**src/rtl/alu_sequencer.sv**
```systemverilog
// Sequential front end for the 16-bit Hmmm ALU. It accepts one operation per request
// handshake and holds the operands stable for a programmable settle time. It then strobes
// the ALU for one cycle and registers the result and flags into a response held until
// the consumer takes it. Divide/modulo by zero is trapped without strobing the ALU.
module alu_sequencer #(
  parameter int unsigned SETTLE_CYCLES = 1  // legal range 1..15
) (
  input  logic        clk,
  input  logic        reset,
  input  logic        req_valid,
  output logic        req_ready,
  input  logic [2:0]  req_op,
  input  logic [15:0] req_a,
  input  logic [15:0] req_b,
  output logic [15:0] alu_tmp1,
  output logic [15:0] alu_tmp2,
  output logic [2:0]  alu_op,
  output logic        alu_enable,
  input  logic [15:0] alu_result,
  input  logic        alu_zero,
  input  logic        alu_carry,
  input  logic        alu_sign,
  output logic        rsp_valid,
  input  logic        rsp_ready,
  output logic [15:0] rsp_result,
  output logic        rsp_zero,
  output logic        rsp_carry,
  output logic        rsp_sign,
  output logic        rsp_divzero
);

  typedef enum logic [1:0] {StIdle, StLoad, StExec, StResp} state_e;

  localparam logic [3:0] SettleInit = 4'(SETTLE_CYCLES - 1);

  state_e     state_q;
  logic [3:0] cnt_q;
  logic       div_trap;

  // Ready only in IDLE, and held low while reset is asserted.
  assign req_ready = (state_q == StIdle) && !reset;

  // Division or modulo by zero never reaches the ALU strobe.
  assign div_trap = ((req_op == 3'b011) || (req_op == 3'b100)) && (req_b == 16'h0000);

  // Sequencer FSM with all outputs registered.
  always_ff @(posedge clk) begin
    if (reset) begin
      state_q     <= StIdle;
      cnt_q       <= 4'd0;
      alu_tmp1    <= 16'h0000;
      alu_tmp2    <= 16'h0000;
      alu_op      <= 3'b000;
      alu_enable  <= 1'b0;
      rsp_valid   <= 1'b0;
      rsp_result  <= 16'h0000;
      rsp_zero    <= 1'b0;
      rsp_carry   <= 1'b0;
      rsp_sign    <= 1'b0;
      rsp_divzero <= 1'b0;
    end else begin
      case (state_q)
        StIdle: begin
          if (req_valid) begin
            alu_tmp1 <= req_a;
            alu_tmp2 <= req_b;
            alu_op   <= req_op;
            if (div_trap) begin
              state_q     <= StResp;
              rsp_valid   <= 1'b1;
              rsp_result  <= 16'h0000;
              rsp_zero    <= 1'b1;
              rsp_carry   <= 1'b0;
              rsp_sign    <= 1'b0;
              rsp_divzero <= 1'b1;
            end else begin
              state_q <= StLoad;
              cnt_q   <= SettleInit;
            end
          end
        end
        StLoad: begin
          if (cnt_q == 4'd0) begin
            state_q    <= StExec;
            alu_enable <= 1'b1;
          end else begin
            cnt_q <= cnt_q - 4'd1;
          end
        end
        StExec: begin
          alu_enable  <= 1'b0;
          rsp_result  <= alu_result;
          rsp_zero    <= alu_zero;
          rsp_carry   <= alu_carry;
          rsp_sign    <= alu_sign;
          rsp_divzero <= 1'b0;
          rsp_valid   <= 1'b1;
          state_q     <= StResp;
        end
        StResp: begin
          // Response data is left in place after the handshake.
          if (rsp_ready) begin
            rsp_valid <= 1'b0;
            state_q   <= StIdle;
          end
        end
        default: state_q <= StIdle;
      endcase
    end
  end

endmodule

```
**config.mk**
```make
export PLATFORM = sky130hd
export DESIGN_NAME = alu_sequencer
export DESIGN_NICKNAME = d
export VERILOG_FILES = /design/src/rtl/alu_sequencer.sv
export SDC_FILE = /design/constraint.sdc
export NUM_CORES = 1
export LEC_CHECK = 0
export CORE_MARGIN = 2
export CORE_UTILIZATION = 36
export DETAILED_ROUTE_END_ITERATION = 10
export PLACE_DENSITY = 0.75
export SYNTH_ARGS = -nofsm -noshare
export SYNTH_HDL_FRONTEND = slang
export SYNTH_SLANG_ARGS = --single-unit
export TNS_END_PERCENT = 10
```
**constraint.sdc**
```tcl
create_clock -name clk -period 1.7 [get_ports clk]
set_input_delay 0.255 -clock clk [delete_from_list [all_inputs] [get_ports clk]]
set_output_delay 0.255 -clock clk [all_outputs]
set_load 0.1 [all_outputs]
```
Word level (Yosys, flattened, before mapping). Cells that the tools add are included.

$add $sub $neg: 1. Equality and inequality tests: 11. Muxes and demuxes: 24. Reduce and logical (&&, ||, !) cells: 17.

Operator list (count): 2-to-1 mux 16 bit (2); case mux 16 bit (2 select lines) (1); zero test 16 bit (1); 2-to-1 mux 4 bit (3); != test 2 bit (second input constant) (6); case mux 1 bit (2 select lines) (5); 2-to-1 mux 2 bit (4); case mux 2 bit (4 select lines) (1); case mux 4 bit (2 select lines) (1); AND reduction 4 bit (2); 2-to-1 mux 1 bit (6); AND reduction 3 bit (2); nonzero test 2 bit (3); == test 2 bit (second input constant) (2); zero test 4 bit (1); AND reduction 2 bit (2); subtractor 4 x 1 -> 4 bit (second input constant) (1); == test 3 x 2 -> 1 bit (second input constant) (1); == test 3 bit (second input constant) (1); case mux 1 bit (3 select lines) (1); nonzero test 3 bit (1); == test 2 x 1 -> 1 bit (second input constant) (1); logical AND 1 bit (2); zero test 2 bit (1); other kinds (2) (2).

Bits in registers: 63. Output and inout port bits: 58. Word-level logic and storage cells: 65. Input bits: 58.

Longest topological paths before layout. Gate-level depths: netlist (run 1).

Word-level depth: 6. Mapped depth: 8. Mapped depth without buffers: 7.

Worst setup path before layout (run 1). No wires, ideal clock.

Path type: register to output. Start: register state_q[0]. End: output port req_ready. Cell stages (with the launch flop): 6. Arrival: 2120 ps. Path slack: -675 ps. Data required time: 1445 ps. Path buffers: 1. Cell sequence: dfxtp_1 inv_1 ha_1 buf_2 inv_1 nor2_1.

Cells in the longest elaborated chain, start to end: 2.

RTL lines: start: declaration (RTL line 36) `state_e state_q;`; start signal: assignment (RTL line 49) `state_q <= StIdle;`; start signal: assignment (RTL line 69) `state_q <= StResp;`; start signal: assignment (RTL line 77) `state_q <= StLoad;`; zero test 2 bit (RTL line 41) `assign req_ready = (state_q == StIdle) && !reset;`; logical AND 1 bit (RTL line 41); end: declaration (RTL line 11) `output logic req_ready,`.

No other way between the ends.

Final worst setup path (run 1). Ends and elaborated chain as after synthesis.

==> run metrics, run 1 <==
status finished, violations left; failing checks negative setup slack; Post-Syn Area 0.00243 mm²; Yosys top cell area share 0.519; flop2flop setup slack 0.09 ns; Clock Sinks 63; metal2 WL 3.84 mm; # IOs 116; Pre-Repair DR Iteration Count 4; area of the multi-input gates 0.00118 mm²; Clock Pin Slew Worst Setup and Hold Paths 0.07 ns; CP Capture Type output port; Antenna Cells 0; Clk network pwr share 0.143; Gate power share 0.593; Worst Hold Class in -> reg; Lkg Pwr 1.94 nW; relative slew slack 0.759; top post-synthesis cells by count 78 x nand2_1, 63 x dfxtp_1, 40 x a21oi_1; worst skew pair latency 0.34 ns; Starting Density 0.379; crit path kind reg -> out; sw frac 0.474; RePlAce Congestion 0.865; TNS Setup -0.0170 ns; critical path fanouts, max 4; Pwr Density 1620 mW/mm²; CTS tree built; Synth Area in XOR/XNOR 0; Clock Tree Buf Depth 2; most instantiated library cell after synthesis nand2_1; WL met1 3.11 mm; crit path from state_q[0]; fillcell total 436; Synth Area in Simple Gates 0.206; top sig layer met4; CTS buffer count 9; residual DRC count 0; Final #Nets 499; vias in the first global route 2644; DR iter-0 viols 104; post-route ant nets 0; initial antenna violation count 0; pin count of the biggest net entering global routing 36; WHS 0.161 ns; DR vias 2641; RSZ-0062 raised after global routing true; CP bufs+invs 4; Wirelength per Cell 14.9 µm; fin cells 516; cell internal pwr 4.08 mW; worst setup slack after layout -0.0170 ns; measured slew at the worst slew-check pin 0.362 ns; Max VDD drop 1.01 mV; Compound-Gate Fraction of Synth Area 0.204; Synth-to-Final Area Change 96.4%; main combinational cell family by area after synthesis simple AND/OR/NAND/NOR gates; FF+latch area 0.00126 mm²; layout cells sized above 1 0.326; min cycle time layout 1.72 ns; Crit-path slowest cell dfxtp_2; WL met3 613 µm; Hold Buf Count CTS 0; yosys warns 0; Reg-to-Reg Start state_q[1]; instance count on the critical path 6; register area share after synthesis 0.519; r2r endpoint state_q[0]; placed wire-length estimate 5.56 mm; final wirelength 7.69 mm; crit share post-route 1.01; All-Layer GR Usage 0.217; flip-flop and latch count after synthesis 63; Async SR Flop Fraction 0; final setup fails 1; EDFF count, synth 0; Net Sw Power 3.67 mW; CP delay by family, top buffers and inverters; Synth Instances 282; worst path cell trace inv_2, ha_4, buf_6, clkinvlp_4, nor2_4, buf_12; f_max 582 MHz; Port-buffer cells 115; num rows 29; Critical Path RT 1.44 ns; max-slew violations 0; H-tree depth 3; Post-Synth Adder-Cell Area 0.0309; Final Hold Fails 0; dominant cell type by area after synthesis dfxtp_1; Die Wd 86.2 µm; Sequential Power Share 0.264; CP endpoint req_ready; Die Footprint 0.00743 mm²; post-synthesis mux area share 0; Synth cell types 34; Startpoint Class register; FF-to-FF path depth 7; CTS root buf clkbuf_8; first-pass GRT wire length 12.6 mm; total of max-cap violations 0; Worst Skew 0.00502 ns; chip height 86.2 µm; syn avg cell area 8.62 µm²; critical path's largest stage delay 0.33 ns; Vias/cell 5.12; crit path DAT 1.46 ns; core area 0.00642 mm²; Placed Cells 489; syn nets 346; Area contributors post-synth dfxtp_1 52%, nand2_1 12%, a21oi_1 8.2%, a22o_1 6.5%, ha_1 3.1%; GRT overflow 0; Synth Flop Type dfxtp_1
==> worst min-delay path by stage <==
stage	startpoint	endpoint	slack, ns	depth (start not counted)
floorplan	alu_carry	rsp_carry	0.38	1
global placement	alu_tmp1[1]	alu_tmp1[1]	0.48	2
detailed placement	alu_tmp2[9]	alu_tmp2[9]	0.48	2
CTS	req_b[9]	alu_tmp2[9]	0.31	3
global route	req_b[8]	alu_tmp2[8]	0.16	3
finish	req_b[10]	alu_tmp2[10]	0.16	3
==> metal layers <==
| metal | vias up | GRT usage |
|---|---|---|
| li1 | 1287 | - |
| met1 | 1244 | 0.241 |
| met2 | 98 | 0.376 |
| met3 | 12 | 0.0838 |
| met4 | 0 | 0.0824 |
| met5 | - | 0 |
==> state kept, by name, summed over array words and instances, names as in the netlist <==
signal	cells
alu_enable	1
alu_op	3
alu_tmp1	16
alu_tmp2	16
cnt_q	4
rsp_carry	1
rsp_divzero	1
rsp_result	16
rsp_sign	1
rsp_valid	1
rsp_zero	1
state_q	2
==> power by group through the flow <==
stage	Clock (mW)	Combinational [mW]	Sequential, mW
floorplan	0	1.01	3.63
global placement	0	4.31	2.05
detailed placement	0	4.37	2.07
CTS	1.15	4.51	2.04
global route	1.21	4.82	2.08
finish	1.11	4.59	2.04
==> cell families (layout without fill, tap and decap cells) <==
logic type | after synthesis | after routing
AND/OR/NAND/NOR | 114 | 114
AO/OA/AOI/OAI | 76 | 76
flip-flops | 63 | 63
buffers and inverters | 23 | 180
adder cells (fa/ha/maj) | 6 | 6
==> worst min-delay path: cells and delay by family <==
| kind | cells | cell delay [ns] |
|---|---|---|
| AOI/OAI and AO/OA | 1 | 0.05 |
| buffers and inverters | 1 | 0.10 |
| and+or+nand+nor | 1 | 0.05 |
==> final cells by class <==
| cell class | instances | share of cell area |
|---|---|---|
| Tap cell | 77 | 0.0202 |
| Clock inverter | 4 | 0.00472 |
| Clock buffer | 11 | 0.0296 |
| Inverter | 9 | 0.00786 |
| Timing Repair Buffer | 156 | 0.425 |
| Sequential cell | 63 | 0.265 |
| Multi-Input combinational cell | 196 | 0.248 |
==> stage by stage <==
stage	utilization	setup WS (ns)	instance area, µm²	power [mW]
6_report	0.744	-0.0170	4780	7.75
5_1_grt	0.744	-0.0679	4780	8.11
4_1_cts	0.745	0.00557	4780	7.71
3_5_place_dp	0.699	-0.844	4490	6.44
3_3_place_gp	0.699	-0.740	4490	6.36
2_1_floorplan	-	-0.0208	2500	4.64
==> layout by cell type (no fill, tap or decap), types with 3 or more instances in the layout <==
master | netlist | final
dlygate4sd2_1 | 0 | 5
nor3_1 | 4 | 3
buf_4 | 0 | 35
clkdlybuf4s15_1 | 0 | 3
nand3_1 | 7 | 7
nor4_4 | 0 | 3
buf_12 | 0 | 60
buf_6 | 1 | 3
inv_1 | 9 | 6
ha_1 | 6 | 5
a22o_1 | 18 | 18
clkbuf_2 | 0 | 11
dfxtp_1 | 63 | 61
nor2_1 | 10 | 8
clkbuf_8 | 0 | 10
a211oi_1 | 3 | 3
a21oi_1 | 40 | 39
nand2_1 | 78 | 77
clkdlybuf4s50_1 | 0 | 37
clkinv_2 | 0 | 3
o21ai_0 | 5 | 4
==> repair_timing <==
action | in CTS | in global routing
endpoints found under the setup margin | 28 | 48
gates resized for setup | 35 | 27
setup buffers | 10 | 2
pin swaps | 10 | 9
gates cloned | 1 | 0
No activity file was read; power rests on OpenSTA's default activity.
==> inputs of run 2 (changes only) <==
--- a/config.mk
+++ b/config.mk
@@ -6,9 +6,9 @@
 export NUM_CORES = 1
 export LEC_CHECK = 0
 export CORE_MARGIN = 2
-export CORE_UTILIZATION = 36
+export CORE_UTILIZATION = 40
 export DETAILED_ROUTE_END_ITERATION = 10
-export PLACE_DENSITY = 0.75
+export PLACE_DENSITY = 0.9
 export SYNTH_ARGS = -nofsm -noshare
 export SYNTH_HDL_FRONTEND = slang
 export SYNTH_SLANG_ARGS = --single-unit
==> constraint.sdc (replaced) <==
create_clock -name clk -period 1.86 [get_ports clk]
set_input_delay 0.279 -clock clk [delete_from_list [all_inputs] [get_ports clk]]
set_output_delay 0.279 -clock clk [all_outputs]
set_load 0.1 [all_outputs]
==> run 2 against run 1 <==
The flow now finishes without violations. Final cell count fell by 2.9%. Via count fell by 1.5%. Combinational power fell by 24%. Power fell by 13%. First-iteration DRC count rose by 30%. Final area fell by 15%. Utilization fell by 5.4 points. Sequential power fell by 14%. Die area fell by 9.5%. Clock-buffer cell count rose by 1. Critical endpoint is now rsp_valid. Largest cell class unchanged. Highest routed layer unchanged.
==> run metrics, run 2 (same netlist as run 1, synthesis figures left out) <==
TNS Setup 0 ns (+0.0170 ns); FF-to-FF path depth 9 (+2); final wirelength 7.41 mm (-3.7%); Antenna Cells 0 (unchanged); DR iter-0 viols 135 (+30%); area of the multi-input gates 0.00114 mm² (-3.6%); first-pass GRT wire length 10.9 mm (-13%); status complete, no violations; min cycle time layout 1.84 ns; post-route ant nets 0 (unchanged); Clock Pin Slew Worst Setup and Hold Paths 0.07 ns (about the same); WHS 0.208 ns (+0.0468 ns); Startpoint Class primary input; FF+latch area 0.00126 mm² (-0.20%); r2r endpoint cnt_q[3]; Clock Sinks 63 (unchanged); GRT overflow 0 (unchanged); All-Layer GR Usage 0.211 (-0.00615); Max VDD drop 0.866 mV (-14%); commonest non-fill, non-tap cells in the layout 78 x nand2_1, 78 x buf_4, 63 x dfxtp_1, 39 x a21oi_1, 38 x clkdlybuf4s50_1; placed wire-length estimate 5.14 mm (-7.5%); pin count of the biggest net entering global routing 36 (unchanged); critical path's largest stage delay 0.38 ns (+0.05 ns); num rows 28 (-3.4%); Worst Hold Class in -> reg; flop2flop setup slack 0.14 ns (+0.05 ns); Die Wd 82.0 µm (-4.9%); layout cells sized above 1 0.270 (-0.0558); fillcell total 454 (+4.1%); critical path fanouts, max 2 (-2); worst min-delay path startpoint req_b[4]; Hold Buf Count CTS 0 (unchanged); Wirelength per Cell 14.8 µm (-0.81%); Port-buffer cells 115 (unchanged); Synth-to-Final Area Change 67.0%; H-tree depth 3 (unchanged); Die Footprint 0.00672 mm² (-9.5%); Critical Path RT 2.11 ns (+0.67 ns); Crit-path slowest cell or4_1; Clock Tree Buf Depth 2 (unchanged); final setup fails 0 (-1); Starting Density 0.413 (+0.0345); Pre-Repair DR Iteration Count 4 (unchanged); crit path kind in -> reg; f_max 543 MHz; Hold Path Sink alu_tmp2[4]; CP Capture Type register; chip height 82.0 µm (-4.9%); worst path cell trace dlygate4sd2_1, nor4_2, buf_4, nand4_1, o31a_1, buf_4, or4_1, o21ai_0; vias in the first global route 2508 (-5.1%); hold path depth 3 (unchanged); Final #Nets 486 (-2.6%); CTS tree built; Lkg Pwr 1.84 nW (-5.3%); Vias/cell 5.19 (+1.5%); max-slew violations 0 (unchanged); worst skew pair latency 0.33 ns (about the same); # IOs 116 (unchanged); Worst Skew 0.0120 ns (+0.00701 ns); RePlAce Congestion 0.880 (+1.8%); Pwr Density 1650 mW/mm² (+1.9%); crit share post-route 0.990; initial antenna violation count 0 (unchanged); Reg-to-Reg Start state_q[1]; residual DRC count 0 (unchanged); crit path DAT 2.09 ns (+0.63 ns); total of max-cap violations 0 (unchanged); CP delay by family, top simple AND/OR/NAND/NOR gates; core area 0.00589 mm² (-8.4%); DR vias 2602 (-1.5%); CTS root buf clkbuf_8; relative slew slack 0.717 (-0.0415); CTS buffer count 9 (unchanged); Largest regs alu_tmp1: 16 flops, alu_tmp2: 16 flops, rsp_result: 16 flops; CP bufs+invs 3 (-1); cell mode on critical path buf_4; Final Hold Fails 0 (unchanged); measured slew at the worst slew-check pin 0.421 ns (+0.0584 ns)
[run 2: layout make-up]
| type | count | area share |
|---|---|---|
| Multi-Input combinational cell | 196 | 0.281 |
| Inverter | 9 | 0.00925 |
| Sequential cell | 63 | 0.311 |
| Timing Repair Buffer | 143 | 0.315 |
| Clock inverter | 3 | 0.0222 |
| Tap cell | 75 | 0.0231 |
| Clock buffer | 12 | 0.0382 |
[run 2: routing by layer]
| metal | share of wire | global-route usage | wire length [µm] | vias to the layer above |
|---|---|---|---|---|
| li1 | - | - | - | 1259 |
| met1 | 0.41 | 0.238 | 3040 | 1227 |
| met2 | 0.50 | 0.375 | 3710 | 100 |
| met3 | 0.068 | 0.0451 | 505 | 16 |
| met4 | 0.021 | 0.102 | 153 | 0 |
| met5 | 0 | 0 | 0 | - |
[run 2: worst max path at each step]
stage | startpoint | end | slack [ns] | cells past startpoint
after floorplan | state_q[0] | cnt_q[3] | 0.02 | 8
after global placement | req_b[3] | rsp_result[1] | -0.53 | 8
after detailed placement | req_op[2] | rsp_result[4] | -0.61 | 6
after CTS | req_b[3] | rsp_result[3] | 0.002 | 8
after global routing | req_b[0] | rsp_carry | -0.03 | 7
final | req_b[13] | rsp_valid | 0.02 | 8
[run 2: timing repair]
item                                    in CTS  in global routing
cloned                                       1                  1
endpoints found under the setup margin      27                 51
buffers inserted                             3                  2
pin swaps                                    7                  9
gates resized for setup                     19                 23
[run 2: power by group]
part | internal, mW | leakage [nW] | switching [mW] | total (mW)
registers | 1.60 | 0.514 | 0.158 | 1.76
clock network | 0.957 | 0.123 | 0.486 | 1.44
logic | 0.977 | 1.20 | 2.53 | 3.51
total | 3.54 | 1.84 | 3.18 | 6.71
[run 2: stage by stage]
step,worst slack [ns],std cells,area (µm²),power [mW],util
4_1_cts,0.00195,498,3980,6.67,0.677
6_report,0.0187,501,4060,6.71,0.690
5_1_grt,-0.0259,501,4060,7.01,0.690
3_5_place_dp,-0.606,479,3640,5.10,0.619
2_1_floorplan,0.0191,282,2440,4.21,-
3_3_place_gp,-0.531,479,3640,5.05,0.619
[run 2: worst reg2reg max path, stage by stage (launching register included)]
cell	delay, ns
dfxtp_1	0.35
inv_2	0.10
ha_4	0.15
buf_6	0.14
clkinvlp_4	0.12
buf_4	0.16
nor2_2	0.16
o21ai_1	0.11
o2bb2ai_1	0.14
a21o_1	0.19
